--- config.mk ---
export PLATFORM = sky130hd
export DESIGN_NAME = oam_dma_arbiter
export DESIGN_NICKNAME = d
export VERILOG_FILES = /design/src/rtl/oam_dma_arbiter.sv
export SDC_FILE = /design/constraint.sdc
export NUM_CORES = 1
export LEC_CHECK = 0
export BUFFER_PORTS_ARGS = -buffer_cell sky130_fd_sc_hd__buf_2
export CAP_MARGIN = 15
export CORE_MARGIN = 8
export CORE_UTILIZATION = 52
export DETAILED_ROUTE_END_ITERATION = 8
export GPL_TIMING_DRIVEN = 0
export PLACE_DENSITY_LB_ADDON = 0.15
export SLEW_MARGIN = 25
export SYNTH_ARGS = -nofsm -noshare
export SYNTH_HDL_FRONTEND = slang
export SYNTH_SLANG_ARGS = --single-unit
--- constraint.sdc ---
create_clock -name i_Clk -period 4.45 [get_ports i_Clk]
set_input_delay 0.445 -clock i_Clk [delete_from_list [all_inputs] [get_ports i_Clk]]
set_output_delay 0.445 -clock i_Clk [all_outputs]
set_load 0.01 [all_outputs]
--- src/rtl/oam_dma_arbiter.sv ---
// Shared memory bus arbiter between the CPU core and the OAM DMA engine.
// Optional `DMA_DONE_PULSE_EN adds a one-cycle o_DMA_Done completion pulse.
module oam_dma_arbiter #(
    parameter int unsigned DMA_LENGTH   = 160,
    parameter logic [15:0] DMA_REG_ADDR = 16'hFF46,
    parameter logic [15:0] DEST_BASE    = 16'hFE00,
    parameter int unsigned START_DELAY  = 1,
    parameter logic [7:0]  BLOCK_FILL   = 8'hFF
) (
    input  logic        i_Clk,
    input  logic        i_Reset,
    input  logic        i_Enable,
    input  logic [15:0] i_CPU_Address,
    input  logic [7:0]  i_CPU_Data,
    input  logic        i_CPU_Write,
    input  logic        i_CPU_Read,
    output logic [7:0]  o_CPU_Data,
    output logic [15:0] o_Mem_Address,
    output logic [7:0]  o_Mem_Data,
    output logic        o_Mem_Write,
    output logic        o_Mem_Read,
    input  logic [7:0]  i_Mem_Data,
`ifdef DMA_DONE_PULSE_EN
    output logic        o_DMA_Done,
`endif
    output logic        o_DMA_Active
);

    typedef enum logic [1:0] {IDLE, DELAY, READ, WRITE} state_t;

    localparam logic [7:0] LAST_IDX   = 8'(DMA_LENGTH - 1);
    localparam logic [3:0] DELAY_INIT = 4'(START_DELAY);

    state_t     state, state_next;
    logic [7:0] idx, idx_next;
    logic [7:0] page, page_next;
    logic [7:0] latch, latch_next;
    logic [3:0] cnt, cnt_next;

    logic        cpu_wr, cpu_rd, cpu_strobe, reg_hit, cpu_high, cpu_owns, trigger;
    logic [15:0] src_addr, dst_addr;

    assign cpu_wr     = i_CPU_Write;
    assign cpu_rd     = i_CPU_Read & ~i_CPU_Write;
    assign cpu_strobe = i_CPU_Write | i_CPU_Read;
    assign reg_hit    = (i_CPU_Address == DMA_REG_ADDR);
    assign cpu_high   = (i_CPU_Address >= 16'hFF00);
    assign cpu_owns   = cpu_strobe & (~o_DMA_Active | cpu_high);
    assign trigger    = cpu_wr & reg_hit;
    assign src_addr   = {page, 8'h00} + {8'h00, idx};
    assign dst_addr   = DEST_BASE + {8'h00, idx};

    // Bus mux: CPU owns the bus when idle or for high-page accesses; otherwise DMA drives it.
    always_comb begin
        o_Mem_Address = '0;
        o_Mem_Data    = '0;
        o_Mem_Write   = 1'b0;
        o_Mem_Read    = 1'b0;
        o_CPU_Data    = i_Mem_Data;
        if (cpu_owns) begin
            if (reg_hit) begin
                o_CPU_Data = page;
            end else begin
                o_Mem_Address = i_CPU_Address;
                o_Mem_Write   = cpu_wr;
                o_Mem_Read    = cpu_rd;
                o_Mem_Data    = cpu_wr ? i_CPU_Data : '0;
            end
        end else begin
            if (o_DMA_Active) o_CPU_Data = BLOCK_FILL;
            case (state)
                READ: begin
                    o_Mem_Address = src_addr;
                    o_Mem_Read    = 1'b1;
                end
                WRITE: begin
                    o_Mem_Address = dst_addr;
                    o_Mem_Data    = latch;
                    o_Mem_Write   = 1'b1;
                end
                default: ;
            endcase
        end
    end

`ifdef DMA_DONE_PULSE_EN
    logic done_set;
`endif

    always_comb begin
        state_next = state;
        idx_next   = idx;
        page_next  = page;
        latch_next = latch;
        cnt_next   = cnt;
`ifdef DMA_DONE_PULSE_EN
        done_set   = 1'b0;
`endif
        // A register write restarts the copy from any state, discarding the byte in flight.
        if (trigger) begin
            page_next  = i_CPU_Data;
            idx_next   = '0;
            cnt_next   = DELAY_INIT;
            state_next = (START_DELAY == 0) ? READ : DELAY;
        end else begin
            case (state)
                DELAY: begin
                    if (cnt <= 4'd1) begin
                        cnt_next   = '0;
                        state_next = READ;
                    end else begin
                        cnt_next = cnt - 4'd1;
                    end
                end
                READ: begin
                    if (!cpu_owns) begin
                        latch_next = i_Mem_Data;
                        state_next = WRITE;
                    end
                end
                WRITE: begin
                    if (!cpu_owns) begin
                        if (idx == LAST_IDX) begin
                            idx_next   = '0;
                            state_next = IDLE;
`ifdef DMA_DONE_PULSE_EN
                            done_set   = 1'b1;
`endif
                        end else begin
                            idx_next   = idx + 8'd1;
                            state_next = READ;
                        end
                    end
                end
                default: ;
            endcase
        end
    end

    always_ff @(posedge i_Clk) begin
        if (i_Reset) begin
            state        <= IDLE;
            idx          <= '0;
            page         <= '0;
            latch        <= '0;
            cnt          <= '0;
            o_DMA_Active <= 1'b0;
`ifdef DMA_DONE_PULSE_EN
            o_DMA_Done   <= 1'b0;
`endif
        end else if (i_Enable) begin
            state        <= state_next;
            idx          <= idx_next;
            page         <= page_next;
            latch        <= latch_next;
            cnt          <= cnt_next;
            o_DMA_Active <= (state_next != IDLE);
`ifdef DMA_DONE_PULSE_EN
            o_DMA_Done   <= done_set;
`endif
        end
    end

endmodule

---- Yosys cells after proc, flatten, opt, wreduce, memory -nomap -nowiden ----
Cells that the tools add are included.
word-level totals
  register bits after elaboration ......... 31
  latch bits .............................. 0
  RAM bits ................................ 0
  bits in read-only memories .............. 0
  logic and storage cells ................. 63
  memories kept ........................... 0
operators by class
  add/subtract/negate cells ............... 4
  multiply operators ...................... 0
  div/mod/pow operators ................... 0
  $lt $le $gt $ge ......................... 2
  equal/unequal tests ..................... 6
  shifts and indexed selects .............. 0
  mux-type cells .......................... 29
  bitwise gates (word level) .............. 9
  reductions and logical operators ........ 7
operator list
  kind                                                  count
  two-way mux 8 bit                                     11
  two-way mux 16 bit                                    2
  case mux 16 bit (2 select lines)                      1
  adder 16 x 8 -> 16 bit                                1
  equality test 16 bit (second input constant)          1
  >= comparator 16 bit (second input constant)          1
  two-way mux 4 bit                                     3
  adder 10 x 9 -> 11 bit (first input constant)         1
  two-way mux 2 bit                                     5
  adder 8 x 1 -> 8 bit (second input constant)          1
  equality test 8 bit (second input constant)           1
  two-way mux 1 bit                                     6
  case mux 2 bit (3 select lines)                       1
  nonzero test 2 bit                                    3
  equality test 2 bit (second input constant)           2
  <= comparator 4 x 1 -> 1 bit (second input constant)  1
  NOT 1 bit                                             4
  AND reduction 2 bit                                   2
  AND reduction 4 bit                                   1
  subtractor 4 x 1 -> 4 bit (second input constant)     1
  AND 1 bit                                             3
  AND reduction 3 bit                                   1
  equality test 2 x 1 -> 1 bit (second input constant)  1
  inequality test 2 bit (second input constant)         1
  bitwise OR 1 bit                                      2

---- Longest topological paths before layout ----
Gate-level depths: netlist of run 1.
  depth after elaboration ................. 7
  gate-level depth with buffers ........... 7
  gate-level depth less buffers ........... 7

---- Worst setup path before layout of run 1 ----
No wires, ideal clock.
  kind .................................... input -> output
  start point ............................. in i_CPU_Address[5]
  end point ............................... out o_CPU_Data[0]
  data arrival time ....................... 1.907 ns
  required time ........................... 4.005 ns
  slack ................................... 2.098 ns
  stages .................................. 5
  path buffers ............................ 0
  path through ............................ or4b_4 -> nor4_4 -> nor2_2 -> nor2_1 -> o22a_1
on the way
  cells in the longest elaborated chain, start to end .. 4
ends and longest elaborated chain
  what                   RTL line  source
  start, declared        13        input logic [15:0] i_CPU_Address,
  >= comparator 16 bit   47        assign cpu_high = (i_CPU_Address >= 16'hFF00);
  bitwise OR 1 bit       48        assign cpu_owns = cpu_strobe & (~o_DMA_Active | cpu_high);
  AND 1 bit              48
  two-way mux 8 bit (*)  60        if (cpu_owns) begin
  end, declared          17        output logic [7:0] o_CPU_Data,
Mark *: on every way between the ends. The rest lies on a longest branch, timed or not.

---- Worst setup path after layout of run 1 ----
  start point ............................. in i_CPU_Address[5]
  end point ............................... out o_CPU_Data[1]
The elaborated chain is that of the path after synthesis.

==> run_results.csv, run 1 <==
group,metric,value,unit
sta,finalCritPeriodShare,0.647,
clock_network,cts_htree_levels,2,
logic_synthesis,synth.yosys.warnings,0,
detailed_routing,detailroute.via_count,2022,
final_layout,area_growth_syn_to_layout,25.3,%
global_routing,grt_max_degree,11,
logic_synthesis,seq_area_frac_synth,0.339,
critical_path,worst-endpoint-required,4010,ps
clock_network,cts_post_setup_buffers_inserted,0,
power_and_ir_drop,p_leak,1.05,nW
final_layout,final_common_cell,"buf_2",
logic_synthesis,syn_avg_cell_area,8.04,µm²
final_layout,diodes,0,
final_layout,mostFrequentLayoutCells,"72 x buf_2, 40 x nand2_1, 31 x dfxtp_1",
logic_synthesis,dominant_cell_type_by_area_after_synthesis,"dfxtp_1",
detailed_routing,detail_route.wl_per_cell,16.4,µm
critical_path,worst_setup_path_start_kind,"input pin",
place,gpl.final_weighted_congestion,0.978,
sta,worst_slew_pin_slew,651,ps
sta,finalSetupTns,0,ps
detailed_routing,first_pass_iters,4,
critical_path,timing.critical_path.slowest_cell_delay,550,ps
logic_synthesis,post_synth_instance_area,0.00183,mm²
logic_synthesis,synth_cells,228,
global_routing,global_route_wire_length_before_repair,8910,µm
logic_synthesis,synth_top_cells_by_area,"dfxtp_1 34%, nand2_1 8.2%, a21oi_1 4.6%, a32o_1 4.4%, mux2i_1 4.4%",
global_routing,gr-usage-all-layers,0.206,
detailed_routing,remaining_drc_errors,0,
clock_network,latest_clock_arrival_within_the_worst_skew_pair,330,ps
logic_synthesis,synthArstFlopShare,0,
critical_path,critical_path.most_common_cell,"buf_2",
final_layout,finish.net_count,345,
place,hpwl_after_detailed_placement,4390,µm
floorplan,floorplan.io_pins,72,
sta,finalSetupViolations,0,
sta,slew_violations,0,
clock_network,cts_repair_resize_count,0,
critical_path,worstPathCellList,"buf_2 > or4b_4 > nor4_4 > nor2_2 > nor2_1 > o22a_1 > buf_2",
detailed_routing,drt_first_iter_violations,179,
detailed_routing,antenna_violating_nets_post_route,0,
clock_network,numCtsBuffers,5,
global_routing,grt.overflow.total,0,
detailed_routing,routed_wirelength,5740,µm
detailed_routing,vias_per_cell,5.76,
sta,skew,9.31,ps
sta,max_freq,347,MHz
critical_path,setup.worst_path.end_class,"primary output",
power_and_ir_drop,power.total,563,µW
worst_hold_path,hp-class,"input pin to flop",
critical_path,arrival,2440,ps
logic_synthesis,synth_edf_count,0,
sta,count_of_endpoints_failing_hold_in_the_final_timing_report,0,
floorplan,row_count,21,
clock_network,cts_hold_buffers,0,
critical_path,critical_path.slowest_cell,"or4b_4",
logic_synthesis,yosys_most_used_dff,"dfxtp_1",
global_routing,grt_pass1_vias,1918,
place,place.port_buffers,70,
logic_synthesis,synth.net_count,268,
logic_synthesis,ff_latch_count_synth,31,
clock_network,tritoncts,"built",
floorplan,dieWidth,75.4,µm
global_routing,antenna_found_initial,0,
critical_path,setup.worst_path.class,"input pin to primary output",
clock_network,clockRootBuffer,"clkbuf_4",
power_and_ir_drop,power_per_cell_area,245,mW/mm²
logic_synthesis,synthDominantCellAreaShare,0.339,
logic_synthesis,synth_cell_types,44,
final_layout,drive_above_1_share,0.289,
final_layout,finish.cell_count_without_fillers,351,
run,max_cap_violations,0,
sta,maxSlewHeadroom,0.566,
power_and_ir_drop,peakVddDrop,0.155,mV
sta,setup_repair_after_global_routing_missed_its_margin,"false",
place,placed_cells,344,
clock_network,worst_setup_hold_path_clk_slew,100,ps
clock_network,tritoncts_num_sinks,31,
floorplan,chipHeight,75.4,µm
floorplan,initial_utilization,0.545,
sta,whs,354,ps
critical_path,critPathMaxFanout,9,
sta,period_minus_slack,2880,ps
run_status,status,"completed",
clock_network,cts_buffer_depth,2,
floorplan,floorplan.die_area,0.00568,mm²
floorplan,core_region_area,0.00336,mm²
synthesized netlist by cell type (4+ instances only):
cell type,number
nand2_1,40
dfxtp_1,31
nor2_1,19
a21oi_1,17
o21ai_0,11
clkbuf_1,10
a22o_1,9
a32o_1,8
mux2i_1,8
o22a_1,8
xor2_1,7
nor3_1,6
and3_1,5
inv_1,4
logic make-up after synthesis:
kind of cell    Yosys count  synth area share
compound gates           68             0.263
xor+xnor                  7            0.0334
fa+ha+maj                 3            0.0205
buf+inv                  18            0.0423
flops                    31             0.339
mux                       8            0.0437
simple gates             93             0.259
sequential cells by signal, summed over array words and instances, names as in the netlist:
| signal | count |
|---|---|
| cnt | 4 |
| idx | 8 |
| latch | 8 |
| o_DMA_Active | 1 |
| page | 8 |
| state | 2 |
report_power, final:
part	internal (mW)	switching, mW	total (mW)
Clock	0.0731	0.0933	0.166
Combinational	0.0506	0.0654	0.116
Sequential	0.279	0.00174	0.281
per-layer routing:
| metal | GRT usage | vias to the layer above | part of all wire |
|---|---|---|---|
| met1 | 0.252 | 928 | 0.40 |
| met5 | 0 | - | 0 |
| met4 | 0.0618 | 0 | 0.0061 |
| li1 | - | 997 | - |
| met3 | 0.0605 | 5 | 0.10 |
| met2 | 0.338 | 92 | 0.49 |
cell type report:
cell class                      count  area, µm²
Tap cell                           46       57.6
Inverter                            4       15.0
Timing Repair Buffer               70        350
Fill cell                         331       1070
Sequential cell                    31        621
Clock buffer                        6       51.3
Clock inverter                      1       5.00
Multi-Input combinational cell    179       1130
Buffer                             14       62.6
per-stage QoR:
stage	instance area, µm²	setup WS, ps	util
floorplan	1830	2100	-
global placement	2240	1570	0.666
detailed placement	2240	1560	0.666
CTS	2300	1560	0.683
global route	2300	1360	0.683
finish	2300	1570	0.683
path summary, 6_finish.rpt:
path	from	end	slack, ps	cells past startpoint
setup reg to reg	o_DMA_Active	idx[1]	2640	5
hold reg to reg	page[5]	page[5]	480	2
hold / removal	i_CPU_Data[2]	page[2]	350	3
setup / recovery	i_CPU_Address[5]	o_CPU_Data[1]	1570	7
critical path, delay by kind of cell:
kind	cells	cell delay, ps
simple gates	4	1550
buf+inv	2	220
compound gates	1	220
No activity file was read; power rests on OpenSTA's default activity.
==> run 2: changes to the inputs <==
--- a/config.mk
+++ b/config.mk
@@ -8,7 +8,7 @@
 export BUFFER_PORTS_ARGS = -buffer_cell sky130_fd_sc_hd__buf_2
 export CAP_MARGIN = 15
 export CORE_MARGIN = 8
-export CORE_UTILIZATION = 52
+export CORE_UTILIZATION = 44
 export DETAILED_ROUTE_END_ITERATION = 8
 export GPL_TIMING_DRIVEN = 0
 export PLACE_DENSITY_LB_ADDON = 0.15
==> constraint.sdc (replaced) <==
create_clock -name i_Clk -period 2.6 [get_ports i_Clk]
set_input_delay 0.26 -clock i_Clk [delete_from_list [all_inputs] [get_ports i_Clk]]
set_output_delay 0.26 -clock i_Clk [all_outputs]
set_load 0.01 [all_outputs]
==> run 2 against run 1 <==
Against the previous run:
- sequential share of layout area is 0.48 points lower
- largest power group unchanged
- worst setup slack got worse by 1400 ps
- largest cell class unchanged
- core utilization down 9.8 points
- non-clock buffer count unchanged
==> run_results.csv, run 2 (same netlist as run 1, synthesis figures left out) <==
group,metric,value,unit
critical_path,timing.critical_path.slowest_cell_delay,430,ps
place,place.port_buffers,70,
clock_network,tritoncts_num_sinks,31,
power_and_ir_drop,peakVddDrop,0.302,mV
critical_path,timing.reg2reg.worst_path_depth,5,
sta,count_of_endpoints_failing_hold_in_the_final_timing_report,0,
place,hpwl_after_detailed_placement,4510,µm
final_layout,finalCoreUtilization,0.585,
clock_network,numCtsBuffers,5,
critical_path,regToRegSetupSlack,860,ps
critical_path,crit_path_end,"o_Mem_Data[6]",
clock_network,worst_setup_hold_path_clk_slew,60,ps
place,placed_cells,348,
detailed_routing,vias_per_cell,5.59,
detailed_routing,drt_first_iter_violations,136,
sta,finalCritPeriodShare,0.925,
sta,slew_violations,0,
global_routing,grt_pass1_vias,2014,
sta,worst_slew_pin_slew,576,ps
sta,max_freq,416,MHz
final_layout,drive_above_1_share,0.298,
floorplan,floorplan.io_pins,72,
critical_path,setup.worst_path.class,"input pin to primary output",
detailed_routing,remaining_drc_errors,0,
critical_path,worstReg2RegEnd,"idx[1]",
floorplan,row_count,23,
place,gpl.final_weighted_congestion,0.885,
clock_network,cts_buffer_depth,2,
clock_network,latest_clock_arrival_within_the_worst_skew_pair,280,ps
power_and_ir_drop,switching_power,292,µW
run,max_cap_violations,0,
sta,finalSetupViolations,0,
final_layout,mostFrequentLayoutCells,"72 x buf_2, 40 x nand2_1, 31 x dfxtp_1",
sta,setup_repair_after_global_routing_missed_its_margin,"false",
power_and_ir_drop,p_leak,1.07,nW
global_routing,antenna_found_initial,0,
final_layout,layout.filler_cells,386,
power_and_ir_drop,switching_fraction_of_total_power,0.274,
floorplan,core_region_area,0.00400,mm²
critical_path,setup.worst_path.end_class,"primary output",
clock_network,clockRootBuffer,"clkbuf_8",
floorplan,floorplan.die_area,0.00649,mm²
critical_path,timing.critical_path.from,"i_CPU_Address[13]",
final_layout,area_growth_syn_to_layout,27.6,%
final_layout,largest_registers,"idx x8, latch x8, page x8",
critical_path,crit_family,"simple AND/OR/NAND/NOR gates",
detailed_routing,routed_wirelength,5920,µm
final_layout,finish.net_count,345,
critical_path,worst-endpoint-required,2340,ps
worst_hold_path,hp-class,"input pin to flop",
detailed_routing,first_pass_iters,4,
critical_path,critical_path_cell_count,8,
global_routing,gr-usage-all-layers,0.185,
detailed_routing,detail_route.wl_per_cell,16.7,µm
sta,skew,3.54,ps
detailed_routing,detailroute.via_count,1985,
clock_network,tritoncts,"built",
final_layout,finish.cell_count_without_fillers,355,
detailed_routing,antenna_violating_nets_post_route,0,
global_routing,grt.overflow.total,0,
global_routing,grt_max_degree,11,
run_status,status,"completed",
critical_path,worst_setup_path_start_kind,"input pin",
critical_path,critPathBufInv,3,
critical_path,critical_path.slowest_cell,"nor2_2",
critical_path,critical_path.most_common_cell,"buf_2",
power_and_ir_drop,p_int,773,µW
critical_path,critPathMaxFanout,10,
sta,maxSlewHeadroom,0.616,
critical_path,arrival,2150,ps
power_and_ir_drop,power_per_cell_area,455,mW/mm²
floorplan,dieWidth,80.5,µm
final_layout,final_common_cell,"buf_2",
floorplan,chipHeight,80.5,µm
critical_path,worstPathCellList,"buf_2 > nand4_1 > o21ai_1 > nand2_1 > nor2_2 > clkbuf_2 > a32o_1 > buf_2",
power_and_ir_drop,clock_power_share,0.359,
power_and_ir_drop,pwr-share-seq,0.451,
final_layout,diodes,0,
sta,finalSetupTns,0,ps
clock_network,cts_post_setup_buffers_inserted,0,
global_routing,global_route_wire_length_before_repair,9430,µm
clock_network,cts_hold_buffers,0,
sta,period_minus_slack,2410,ps
clock_network,cts_htree_levels,2,
floorplan,initial_utilization,0.458,
power_and_ir_drop,combPwrFrac,0.189,
critical_path,regToRegStartpoint,"o_DMA_Active",
[run 2: worst min-delay path: stages]
cell     delay (ps)
buf_2            90
mux2i_1          60
nor2_1           70
[run 2: layout make-up]
class                           count  area (µm²)  area share
Sequential cell                    31         621       0.265
Timing Repair Buffer               70         350       0.150
Inverter                            4        15.0     0.00642
Clock inverter                      1        5.00     0.00214
Buffer                             14        65.1      0.0278
Clock buffer                        6        82.6      0.0353
Multi-Input combinational cell    179        1140       0.486
Tap cell                           50        62.6      0.0268
[run 2: worst min path at each step]
stage / from / endpoint / slack (ps) / cells after the start
global route: i_CPU_Data[0] / page[0] / 220 / 3
global placement: page[2] / page[2] / 450 / 2
detailed placement: page[2] / page[2] / 460 / 2
floorplan: i_CPU_Data[0] / page[0] / 400 / 2
CTS: i_CPU_Data[0] / page[0] / 230 / 3
finish: i_Mem_Data[4] / latch[4] / 230 / 3
[run 2: repair_timing]
item / in CTS / in global routing
endpoints found under the setup margin: 0 / 28
endpoints found under the hold margin: 0 / 0
resized for setup: 0 / 5
[run 2: power groups by stage]
stage / Sequential, mW / Clock [mW] / Combinational, mW
after floorplan: 0.491 / 0 / 0.105
after global placement: 0.491 / 0 / 0.200
after detailed placement: 0.491 / 0 / 0.200
after CTS: 0.480 / 0.392 / 0.201
after global routing: 0.480 / 0.418 / 0.221
final: 0.480 / 0.383 / 0.202
[run 2: per-layer routing]
metal,share of wire,track usage,vias up
li1,-,-,996
met1,0.44,0.223,921
met4,0.010,0.0582,0
met5,0,0,-
met3,0.076,0.0525,5
met2,0.48,0.306,63
[run 2: through the flow]
step	power (mW)	instance area [µm²]	worst slack (ps)	hold slack [ps]
after detailed placement	0.691	2250	55.0	464
final	1.06	2340	195	231
after global routing	1.12	2340	10.2	224
after global placement	0.691	2250	80.0	454
after floorplan	0.596	1830	618	400
after CTS	1.07	2330	47.0	225
